===== src/rtl/sha256_round_ctrl.sv =====
// SHA-256 compression sequencer: walks one 512-bit block through IV load,
// working-variable load, ROUNDS iterations, result capture and a done pulse.
module sha256_round_ctrl #(
  parameter int ROUNDS = 64,
  parameter int RIDX_W = 6,
  parameter int CNT_W  = 16
) (
  input  logic              clk,
  input  logic              rst,
  input  logic              start_i,
  input  logic              first_block_i,
  input  logic              abort_i,
  output logic              busy_o,
  output logic              init_hash_o,
  output logic              load_work_o,
  output logic              round_en_o,
  output logic [RIDX_W-1:0] round_idx_o,
  output logic              msg_rd_o,
  output logic              w_sel_o,
  output logic              sel_res256_o,
  output logic              update_h_o,
  output logic              done_o,
  output logic [CNT_W-1:0]  blk_cnt_o,
  output logic [2:0]        dbg_state_o
);

  typedef enum logic [2:0] {
    S_IDLE  = 3'd0,
    S_INIT  = 3'd1,
    S_LOAD  = 3'd2,
    S_ROUND = 3'd3,
    S_FINAL = 3'd4,
    S_DONE  = 3'd5
  } state_t;

  localparam logic [RIDX_W-1:0] LAST_ROUND = RIDX_W'(ROUNDS - 1);
  localparam logic [RIDX_W-1:0] RAW_WORDS  = RIDX_W'(16);

  state_t             state_q, state_d;
  logic [RIDX_W-1:0]  cnt_q, cnt_d;
  logic               first_q, first_d;
  logic [CNT_W-1:0]   blk_q, blk_d;

  // Next-cycle strobes, decoded from the next state so the outputs are
  // registered yet line up with the state they belong to.
  logic               busy_d, init_hash_d, load_work_d, round_en_d;
  logic [RIDX_W-1:0]  round_idx_d;
  logic               msg_rd_d, w_sel_d, sel_res256_d, update_h_d, done_d;

  always_comb begin
    state_d = state_q;
    cnt_d   = cnt_q;
    first_d = first_q;
    blk_d   = blk_q;
    case (state_q)
      S_IDLE: begin
        if (start_i) begin
          state_d = S_INIT;
          first_d = first_block_i;
        end
      end
      S_INIT: begin
        if (first_q) blk_d = '0;
        state_d = S_LOAD;
      end
      S_LOAD: begin
        cnt_d   = '0;
        state_d = S_ROUND;
      end
      S_ROUND: begin
        if (cnt_q == LAST_ROUND) begin
          cnt_d   = '0;
          state_d = S_FINAL;
        end else begin
          cnt_d = cnt_q + RIDX_W'(1);
        end
      end
      S_FINAL: begin
        blk_d   = blk_q + CNT_W'(1);
        state_d = S_DONE;
      end
      S_DONE:  state_d = S_IDLE;
      default: state_d = S_IDLE;
    endcase
    // Abort wins over every transition and leaves the block count alone.
    if (abort_i && (state_q != S_IDLE)) begin
      state_d = S_IDLE;
      cnt_d   = '0;
      first_d = first_q;
      blk_d   = blk_q;
    end
  end

  always_comb begin
    busy_d       = (state_d != S_IDLE);
    init_hash_d  = (state_d == S_INIT) && first_d;
    load_work_d  = (state_d == S_LOAD);
    round_en_d   = (state_d == S_ROUND);
    round_idx_d  = (state_d == S_ROUND) ? cnt_d : '0;
    msg_rd_d     = (state_d == S_ROUND) && (cnt_d < RAW_WORDS);
    w_sel_d      = (state_d == S_ROUND) && (cnt_d >= RAW_WORDS);
    sel_res256_d = (state_d == S_FINAL);
    update_h_d   = (state_d == S_FINAL);
    done_d       = (state_d == S_DONE);
  end

  always_ff @(posedge clk or posedge rst) begin
    if (rst) begin
      state_q      <= S_IDLE;
      cnt_q        <= '0;
      first_q      <= 1'b0;
      blk_q        <= '0;
      busy_o       <= 1'b0;
      init_hash_o  <= 1'b0;
      load_work_o  <= 1'b0;
      round_en_o   <= 1'b0;
      round_idx_o  <= '0;
      msg_rd_o     <= 1'b0;
      w_sel_o      <= 1'b0;
      sel_res256_o <= 1'b0;
      update_h_o   <= 1'b0;
      done_o       <= 1'b0;
    end else begin
      state_q      <= state_d;
      cnt_q        <= cnt_d;
      first_q      <= first_d;
      blk_q        <= blk_d;
      busy_o       <= busy_d;
      init_hash_o  <= init_hash_d;
      load_work_o  <= load_work_d;
      round_en_o   <= round_en_d;
      round_idx_o  <= round_idx_d;
      msg_rd_o     <= msg_rd_d;
      w_sel_o      <= w_sel_d;
      sel_res256_o <= sel_res256_d;
      update_h_o   <= update_h_d;
      done_o       <= done_d;
    end
  end

  assign blk_cnt_o   = blk_q;
  assign dbg_state_o = state_q;

endmodule


===== config.mk =====
export PLATFORM = sky130hd
export DESIGN_NAME = sha256_round_ctrl
export DESIGN_NICKNAME = d
export VERILOG_FILES = /design/src/rtl/sha256_round_ctrl.sv
export SDC_FILE = /design/constraint.sdc
export NUM_CORES = 1
export LEC_CHECK = 0
export ABC_AREA = 1
export ABC_CLOCK_PERIOD_IN_PS = 2240
export BUFFER_PORTS_ARGS = -buffer_cell sky130_fd_sc_hd__buf_4
export CAP_MARGIN = 20
export CORE_ASPECT_RATIO = 0.7
export CORE_MARGIN = 10
export CORE_UTILIZATION = 59
export CTS_CLUSTER_SIZE = 16
export DETAILED_ROUTE_END_ITERATION = 6
export PLACE_DENSITY = 0.91
export RECOVER_POWER = 50
export SYNTH_ARGS = -nofsm -noshare
export SYNTH_HDL_FRONTEND = slang
export SYNTH_SLANG_ARGS = --single-unit

===== constraint.sdc =====
create_clock -name clk -period 2.24 [get_ports clk]
set_input_delay 0.448 -clock clk [delete_from_list [all_inputs] [get_ports clk]]
set_output_delay 0.448 -clock clk [all_outputs]
set_load 0.01 [all_outputs]

# Word level (Yosys, flattened, before mapping)
# Cells that the tools add are included.
[op_classes]
add_sub_neg = 2
bitwise = 1
n_eq_ne = 11
n_mux = 13
n_lt_le_gt_ge = 2
n_reduce_logical = 9
[ops]
columns = ["op", "count"]
rows = [
  ["$pmux W16 S2", 1],
  ["$mux W6", 3],
  ["$add A16 B1 Y16 const B", 1],
  ["$mux W16", 1],
  ["$pmux W3 S5", 1],
  ["$eq A3 B2 Y1 const B", 4],
  ["$pmux W6 S2", 1],
  ["$eq A3 B3 Y1 const B", 3],
  ["$mux W3", 3],
  ["$add A6 B1 Y6 const B", 1],
  ["$eq A3 B1 Y1 const B", 2],
  ["$eq A6 B6 Y1 const B", 1],
  ["$ge A6 B5 Y1 const B", 1],
  ["$lt A6 B5 Y1 const B", 1],
  ["$reduce_bool A3 Y1", 2],
  ["$logic_and A1 B1 Y1", 4],
  ["$logic_not A3 Y1", 1],
  ["$mux W1", 3],
  ["$reduce_and A3 Y1", 1],
  ["$ne A2 B2 Y1 const B", 1],
  ["$reduce_bool A2 Y1", 1],
  ["$not A1 Y1", 1],
]
[word_totals]
reg_bits = 40
in_bits = 5
word_cells = 51

# Logic depth before layout (Yosys ltp)
# Gate-level depths: netlist of the first run.
[depth]
word_depth = 6
depth_mapped = 10
depth_no_buf = 10

# Least setup slack after synthesis of the first run
# OpenSTA, ideal clock, no wires.
[synth_path]
path_type = "flip-flop to flip-flop"
from = "register state_q[2], in the netlist dbg_state_o[2]"
to = "register blk_q[2], in the netlist blk_cnt_o[2]"
t_arrival_ps = 1241
synth_period_minus_slack_ps = 1366
path_stages_with_launch = 8
path_slack_ps = 874
path_cell_list = "dfrtp_1 > inv_2 > nand3_1 > o21ai_1 > nand2_4 > buf_6 > nand2_1 > o31ai_1"
[synth_between]
elab_chain_len = 4
[synth_lines]
columns = ["element", "line_no", "source"]
rows = [
  ["start: declaration", "39", "state_t state_q, state_d;"],
  ["start signal: assignment", "124", "state_q <= state_d;"],
  ["parallel branches: the longest is 4 deep, another holds $eq A3 B1 Y1", "-", ""],
  ["end signal: assignment", "127", "blk_q <= blk_d;"],
  ["end: declaration", "42", "logic [CNT_W-1:0] blk_q, blk_d;"],
]
# Several ways; the timed one is not identified.
# A chain may end at the register's enable or synchronous reset.

# Final worst setup path of the first run
[layout_path]
from = "register state_q[0], in the netlist dbg_state_o[0]"
to = "register blk_q[10], in the netlist blk_cnt_o[10]"
# The elaborated chain is that of the path after synthesis.

==> results of run 1 <==
==> synthesized netlist by cell type <==
cell type / instances
a21boi_0: 1
a21o_1: 1
a21o_2: 1
a21oi_1: 1
a21oi_2: 1
buf_2: 1
buf_4: 1
buf_6: 3
dfrtp_1: 40
ha_1: 2
inv_1: 36
inv_2: 3
nand2_1: 57
nand2_2: 6
nand2_4: 6
nand3_1: 20
nand3_2: 1
nand3_4: 1
nand3b_1: 1
nand4_1: 14
nor2_1: 29
nor2_2: 1
nor2_4: 4
nor3_2: 1
nor3b_1: 1
o21ai_0: 8
o21ai_1: 7
o21bai_1: 3
o22ai_1: 1
o31ai_1: 3
or2_2: 3
xnor2_1: 1
xor2_1: 3
==> layer usage <==
metal | part of all wire | vias to the layer above | track usage
li1 | - | 920 | -
met1 | 0.46 | 847 | 0.188
met2 | 0.44 | 53 | 0.222
met3 | 0.090 | 7 | 0.0632
met4 | 0.014 | 0 | 0.0614
met5 | 0 | - | 0
==> sequential cells by signal (all words and copies together) (netlist names), 3 cells and up <==
register     flops
blk_cnt_o       16
cnt_q            6
round_idx_o      6
dbg_state_o      3
==> per-stage QoR <==
step | std cells | power [mW]
after global routing | 353 | 2.13
after detailed placement | 346 | 1.61
final | 353 | 1.99
after CTS | 353 | 2.06
after global placement | 346 | 1.58
after floorplan | 262 | 1.44
==> logic make-up (layout without fill, tap and decap cells) <==
family | count (synthesis) | after routing | share of synthesized area
flip-flops | 40 | 40 | 0.464
AO/OA/AOI/OAI | 27 | 27 | 0.0760
XOR/XNOR | 4 | 4 | 0.0163
buffers and inverters | 44 | 85 | 0.0894
AND/OR/NAND/NOR | 145 | 145 | 0.342
adder cells (fa/ha/maj) | 2 | 2 | 0.0116
==> worst max-delay path, stage by stage (launching register included) <==
cell     delay [ns]
dfrtp_1        0.41
nor2_1         0.25
nand2_2        0.12
nand2_2        0.28
nand2_1        0.14
nor2_4         0.28
nand4_1        0.13
o21ai_1        0.10
==> report_power, final <==
| part | internal (mW) | switching [mW] | total [mW] |
|---|---|---|---|
| logic | 0.213 | 0.497 | 0.711 |
| registers | 0.798 | 0.0409 | 0.839 |
| clock network | 0.212 | 0.233 | 0.445 |
| total | 1.22 | 0.771 | 1.99 |
==> area by class of cell <==
class / count / area [um^2]
Clock buffer: 6 / 72.6
Tap cell: 50 / 62.6
Sequential cell: 40 / 1000
Timing Repair Buffer: 39 / 234
Inverter: 39 / 146
Fill cell: 312 / 1040
Clock inverter: 1 / 5.00
Multi-Input combinational cell: 178 / 955
==> worst paths after layout <==
kind,start,to,slack [ns],cells after the start
worst max-delay path,dbg_state_o[0],blk_cnt_o[10],0.45,7
worst min-delay path,start_i,init_hash_o,0.44,3
worst max register to register,dbg_state_o[0],blk_cnt_o[10],0.45,7
worst min register to register,blk_cnt_o[15],blk_cnt_o[15],0.54,2
max in group asynchronous,rst,blk_cnt_o[8],1.22,3
min in group asynchronous,rst,cnt_q[0],0.45,3
==> impl_metrics.ini, run 1 <==
[yosys]
syn-num-nets = 269
avgSynthCellArea_um2 = 8.23
synth-seq-area-share = 0.464
yosys.cell_types.count = 33
synth_top_area_frac = 0.464
ys.warnings.count = 0
synthTopCellsByArea = dfrtp_1 46%, nand2_1 9.9%, inv_1 6.3%
synth_cells = 262
synth_top_cell_by_area = dfrtp_1
synth_seq_cells = 40
synth_area_mm2 = 0.00216

[grt]
grt_overflow = 0
grt_pass1_wl_um = 8010
grt_pass1_vias = 1736
grt_max_degree = 41
antenna_found_initial = 0
grt_usage = 0.150

[finish]
num_antenna_cells = 0
final_common_cell = nand2_1
nets = 310
drive_above_1_share = 0.188
final_cell_mix = 57 x nand2_1, 40 x dfrtp_1, 36 x inv_1
synthToLayoutAreaGrowth_pct = 14.9
final_util = 0.705
post-route-cell-area_mm2 = 0.00248

[critical_path]
cp-end-kind = register
path_class = register to register
arrival_ns = 2.01
crit_path_start_kind = register
required_ns = 2.46
crit_fanout = 14

[cts]
cts_resized = 0
insertion_delay_ns = 0.29
cts_max_level = 2
clkSinkCount = 40
post_cts_buffers = 0
cts_buffer_depth = 2
cts_tree = done
clk_pin_slew_worst_paths_ns = 0.07
postCtsHoldBufs = 0
cts-root-buf = clkbuf_8
cts_buffers = 5

[floorplanning]
die_h_um = 70.6
ioPinCount = 39
die_w_um = 92.3
dieArea_mm2 = 0.00651
rows = 18
initial_utilization = 0.614
core_mm2 = 0.00351

[detailed_routing]
wirelength_um = 4640
route.vias.total = 1827
via_per_inst = 5.18
drc = 0
drt_iter0_markers = 136
ant_nets = 0
wire_per_inst_um = 13.2
drtPass1Iterations = 4

[timing]
finalCriticalPeriod_ns = 1.79
fin_tns_setup_ns = 0
max_freq_mhz = 558
setup_viol = 0
worst_slew_pin_slew_ns = 0.935
hold_ws_ns = 0.444
relSlewSlack = 0.376
drv_slew = 0
rsz0062_at_grt = no
finalCritPeriodShare = 0.800
setup_ws_ns = 0.448
hold_viol = 0
clock_skew_ns = 0.00950

[power]
irDropWorstVdd_mv = 0.648
powerDensity_mw_per_mm2 = 805
leakagePower_nw = 1.24

[hold_path]
hold_path.class = input port to register

[placed_design]
dp_slack_ns = 0.588
place_area_mm2 = 0.00246
io_buffers = 38
dpl.hpwl_um = 3550
routabilityCongestion = 0.874

[run]
cap_viol_max_count = 0

[status]
outcome = finished, final reports clean
Power figures use the tool's default switching activity.
==> inputs of run 2 (changes only) <==
ABC_CLOCK_PERIOD_IN_PS = 1600   (was 2240)
CORE_UTILIZATION = 50   (was 59)
PLACE_DENSITY = 0.83   (was 0.91)
clock period = 1.6 ns   (was 2.24 ns; I/O delays follow)
==> impl_metrics.ini, run 2 (synthesis gave the netlist of run 1 again) <==
[status]
outcome = finished, final reports clean

[cts]
cts-root-buf = clkbuf_8
cts_buffers = 5
cts_tree = done
postCtsHoldBufs = 0
insertion_delay_ns = 0.30
clkSinkCount = 40
cts_max_level = 2
clk_pin_slew_worst_paths_ns = 0.07
cts_buffer_depth = 2

[timing]
setup_ws_ns = 0.0822
hold_ws_ns = 0.304
fin_tns_setup_ns = 0
worst_slew_pin_slew_ns = 0.966
clock_skew_ns = 0.00415
finalCritPeriodShare = 0.949
relSlewSlack = 0.356
hold_viol = 0
setup_viol = 0
finalCriticalPeriod_ns = 1.52
drv_slew = 0
max_freq_mhz = 659

[critical_path]
worst_r2r_path_depth = 8
arrival_ns = 1.74
required_ns = 1.82
cp-end-kind = register
path_class = register to register
crit_path_start_kind = register
crit_fanout = 14

[finish]
synthToLayoutAreaGrowth_pct = 18.5
regArea_mm2 = 0.00100
final_util = 0.632
final_cell_mix = 57 x nand2_1, 39 x dfrtp_1, 35 x inv_1
final_common_cell = nand2_1
nets = 314
nFillCells = 375
multiInputGateArea_um2 = 973
num_antenna_cells = 0
largest_register_ffs = 16
drive_above_1_share = 0.211

[detailed_routing]
wl_met3_um = 490
drc = 0
wirelength_um = 4890
ant_nets = 0
wl_met2_um = 2100
wire_per_inst_um = 13.6
via_per_inst = 5.10
drt_iter0_markers = 193
drtPass1Iterations = 4
wl_met1_um = 2230
route.vias.total = 1835
top_layer_used = met4

[placed_design]
dp_slack_ns = 0.00862
io_buffers = 38
dpl.hpwl_um = 3680
routabilityCongestion = 0.856

[floorplanning]
die_w_um = 98.5
die_h_um = 74.9
initial_utilization = 0.533
core_mm2 = 0.00404
ioPinCount = 39
rows = 19
dieArea_mm2 = 0.00738

[power]
irDropWorstVdd_mv = 0.839
leakagePower_nw = 1.26
powerDensity_mw_per_mm2 = 1170
total_power_mw = 2.98

[grt]
grt_overflow = 0
grt_pass1_vias = 1788
antenna_found_initial = 0
grt_pass1_wl_um = 8520
grt_usage = 0.139
grt_max_degree = 41

[hold_path]
hold_path.class = input port to register
whs_path_depth = 3

[run]
cap_viol_max_count = 0
==> run 2: per-layer routing <==
| metal | vias up | global-route usage |
|---|---|---|
| li1 | 928 | - |
| met1 | 845 | 0.182 |
| met2 | 53 | 0.204 |
| met3 | 9 | 0.0530 |
| met4 | 0 | 0.0555 |
| met5 | - | 0 |
==> run 2: metrics by stage <==
stage | area (um^2) | cells
finish | 2550 | 360
global route | 2550 | 360
CTS | 2580 | 359
detailed placement | 2490 | 351
global placement | 2490 | 351
floorplan | 2160 | 262
==> run 2: cell type report <==
class,count,share of cell area
tap,52,0.0255
clock buffer,8,0.0353
multi-input combinational,178,0.381
timing repair buffer,43,0.107
inverter,39,0.0588
sequential,40,0.392
==> run 2: timing repair <==
action                     4_1_cts  5_1_grt
resized for setup                0        7
buffers inserted                 0        1
setup endpoints to repair        0       15
==> run 2: path summary, 6_finish.rpt <==
path / slack, ns / to / from
max: 0.08 / blk_cnt_o[13] / dbg_state_o[0]
min: 0.30 / init_hash_o / start_i
max reg2reg: 0.08 / blk_cnt_o[13] / dbg_state_o[0]
min reg2reg: 0.55 / blk_cnt_o[15] / blk_cnt_o[15]
max in group asynchronous: 0.62 / dbg_state_o[1] / rst
min in group asynchronous: 0.32 / blk_cnt_o[3] / rst
==> run 2: where the power goes <==
part           internal, mW  switching (mW)  leakage (nW)
logic                 0.375           0.716         0.668
registers              1.12          0.0764         0.547
clock network         0.352           0.343        0.0455
total                  1.85            1.14          1.26
==> run 2: critical path, stage by stage (launching register included) <==
cell	delay (ns)
dfrtp_1	0.45
nor2_4	0.16
nand2_2	0.16
nand2_1	0.12
nand2_1	0.09
nor2_4	0.14
buf_12	0.14
nand4_1	0.10
o21ai_0	0.09
==> inputs of run 3 (changes only) <==
ABC_CLOCK_PERIOD_IN_PS = 1900   (was 1600)
CORE_UTILIZATION = 59   (was 50)
PLACE_DENSITY = 0.91   (was 0.83)
clock period = 1.9 ns   (was 1.6 ns; I/O delays follow)
==> impl_metrics.ini, run 3 (synthesis gave the netlist of run 1 again) <==
[detailed_routing]
route.vias.total = 1869
ant_nets = 0
drc = 0
wirelength_um = 5040
drt_iter0_markers = 169
wire_per_inst_um = 14.2
drtPass1Iterations = 4
via_per_inst = 5.26

[timing]
finalCriticalPeriod_ns = 1.66
fin_tns_setup_ns = 0
hold_viol = 0
setup_viol = 0
clock_skew_ns = 0.00827
rsz0062_at_grt = no
max_freq_mhz = 604
worst_slew_pin_slew_ns = 0.961
setup_ws_ns = 0.245
drv_slew = 0
finalCritPeriodShare = 0.871
hold_ws_ns = 0.367
relSlewSlack = 0.360

[power]
irDropWorstVdd_mv = 0.897
powerDensity_mw_per_mm2 = 1020
leakagePower_nw = 1.26
total_power_mw = 2.57

[critical_path]
crit_path_start_kind = register
worstPathCellList = nor2_4, nand2_2, nand2_2, nand2_1, nor2_4, nand4_1, o21ai_0
crit_family = simple AND/OR/NAND/NOR gates
required_ns = 2.12
cp-end-kind = register
path_class = register to register
critPathBufInv = 0
crit_fanout = 14
slowest_stage = dfrtp_1
cpPeakStageDelay_ns = 0.44
arrival_ns = 1.88

[placed_design]
placedCellCount = 347
dp_slack_ns = 0.301
io_buffers = 38
place_area_mm2 = 0.00247
dpl.hpwl_um = 3650
routabilityCongestion = 0.879

[floorplanning]
ioPinCount = 39
die_w_um = 92.3
initial_utilization = 0.614
core_mm2 = 0.00351
dieArea_mm2 = 0.00651
die_h_um = 70.6
rows = 18

[finish]
synthToLayoutAreaGrowth_pct = 16.8
nFillCells = 294
post-route-cell-area_mm2 = 0.00252
nets = 311
stdcell_count = 355
largest_register_ffs = 16
drive_above_1_share = 0.193
final_cell_mix = 57 x nand2_1, 40 x dfrtp_1, 36 x inv_1
num_antenna_cells = 0
final_util = 0.717
final_common_cell = nand2_1

[cts]
cts_buffers = 5
postCtsHoldBufs = 0
insertion_delay_ns = 0.30
cts_tree = done
post_cts_buffers = 0
cts_buffer_depth = 2
cts_resized = 0
cts-root-buf = clkbuf_8
clkSinkCount = 40
clk_pin_slew_worst_paths_ns = 0.08
cts_max_level = 2

[status]
outcome = finished, final reports clean

[grt]
grt_overflow = 0
grt_usage = 0.158
grt_max_degree = 41
antenna_found_initial = 0
grt_pass1_vias = 1737
grt_pass1_wl_um = 8470

[run]
cap_viol_max_count = 0

[hold_path]
hold_path.class = input port to register
[run 3: cell types whose count changed in the layout (fill, tap and decap cells not counted), sizes merged]
cell	before	now
clkbuf	26	24
buf	25	22
clkinvlp	1	0
bufinv	0	1
clkinv	0	1
inv	38	39
[run 3: power breakdown]
group          switching (mW)  internal [mW]
clock                   0.305          0.390
combinational           0.603          0.266
sequential             0.0672          0.941
total                   0.975           1.60
[run 3: area by class of cell]
| class | instances | area, um^2 | area share |
|---|---|---|---|
| Inverter | 39 | 146 | 0.0582 |
| Clock inverter | 2 | 35.0 | 0.0139 |
| Clock buffer | 6 | 72.6 | 0.0288 |
| Timing Repair Buffer | 40 | 238 | 0.0944 |
| Multi-Input combinational cell | 178 | 962 | 0.382 |
| Tap cell | 50 | 62.6 | 0.0249 |
| Sequential cell | 40 | 1000 | 0.398 |
[run 3: path summary, 6_finish.rpt]
check	from	end	slack [ns]	cells past startpoint
worst min register to register	blk_cnt_o[15]	blk_cnt_o[15]	0.56	2
worst min-delay path	first_block_i	init_hash_o	0.37	2
worst max register to register	dbg_state_o[0]	blk_cnt_o[13]	0.24	7
worst max-delay path	dbg_state_o[0]	blk_cnt_o[13]	0.24	7
max in group asynchronous	rst	dbg_state_o[0]	0.92	3
min in group asynchronous	rst	blk_cnt_o[2]	0.38	3
[run 3: metal layers]
layer | routed length [um] | share of wire | track usage
met1 | 2220 | 0.44 | 0.205
met3 | 488 | 0.097 | 0.0485
met5 | 0 | 0 | 0
met2 | 2310 | 0.46 | 0.245
met4 | 29 | 0.0058 | 0.0563
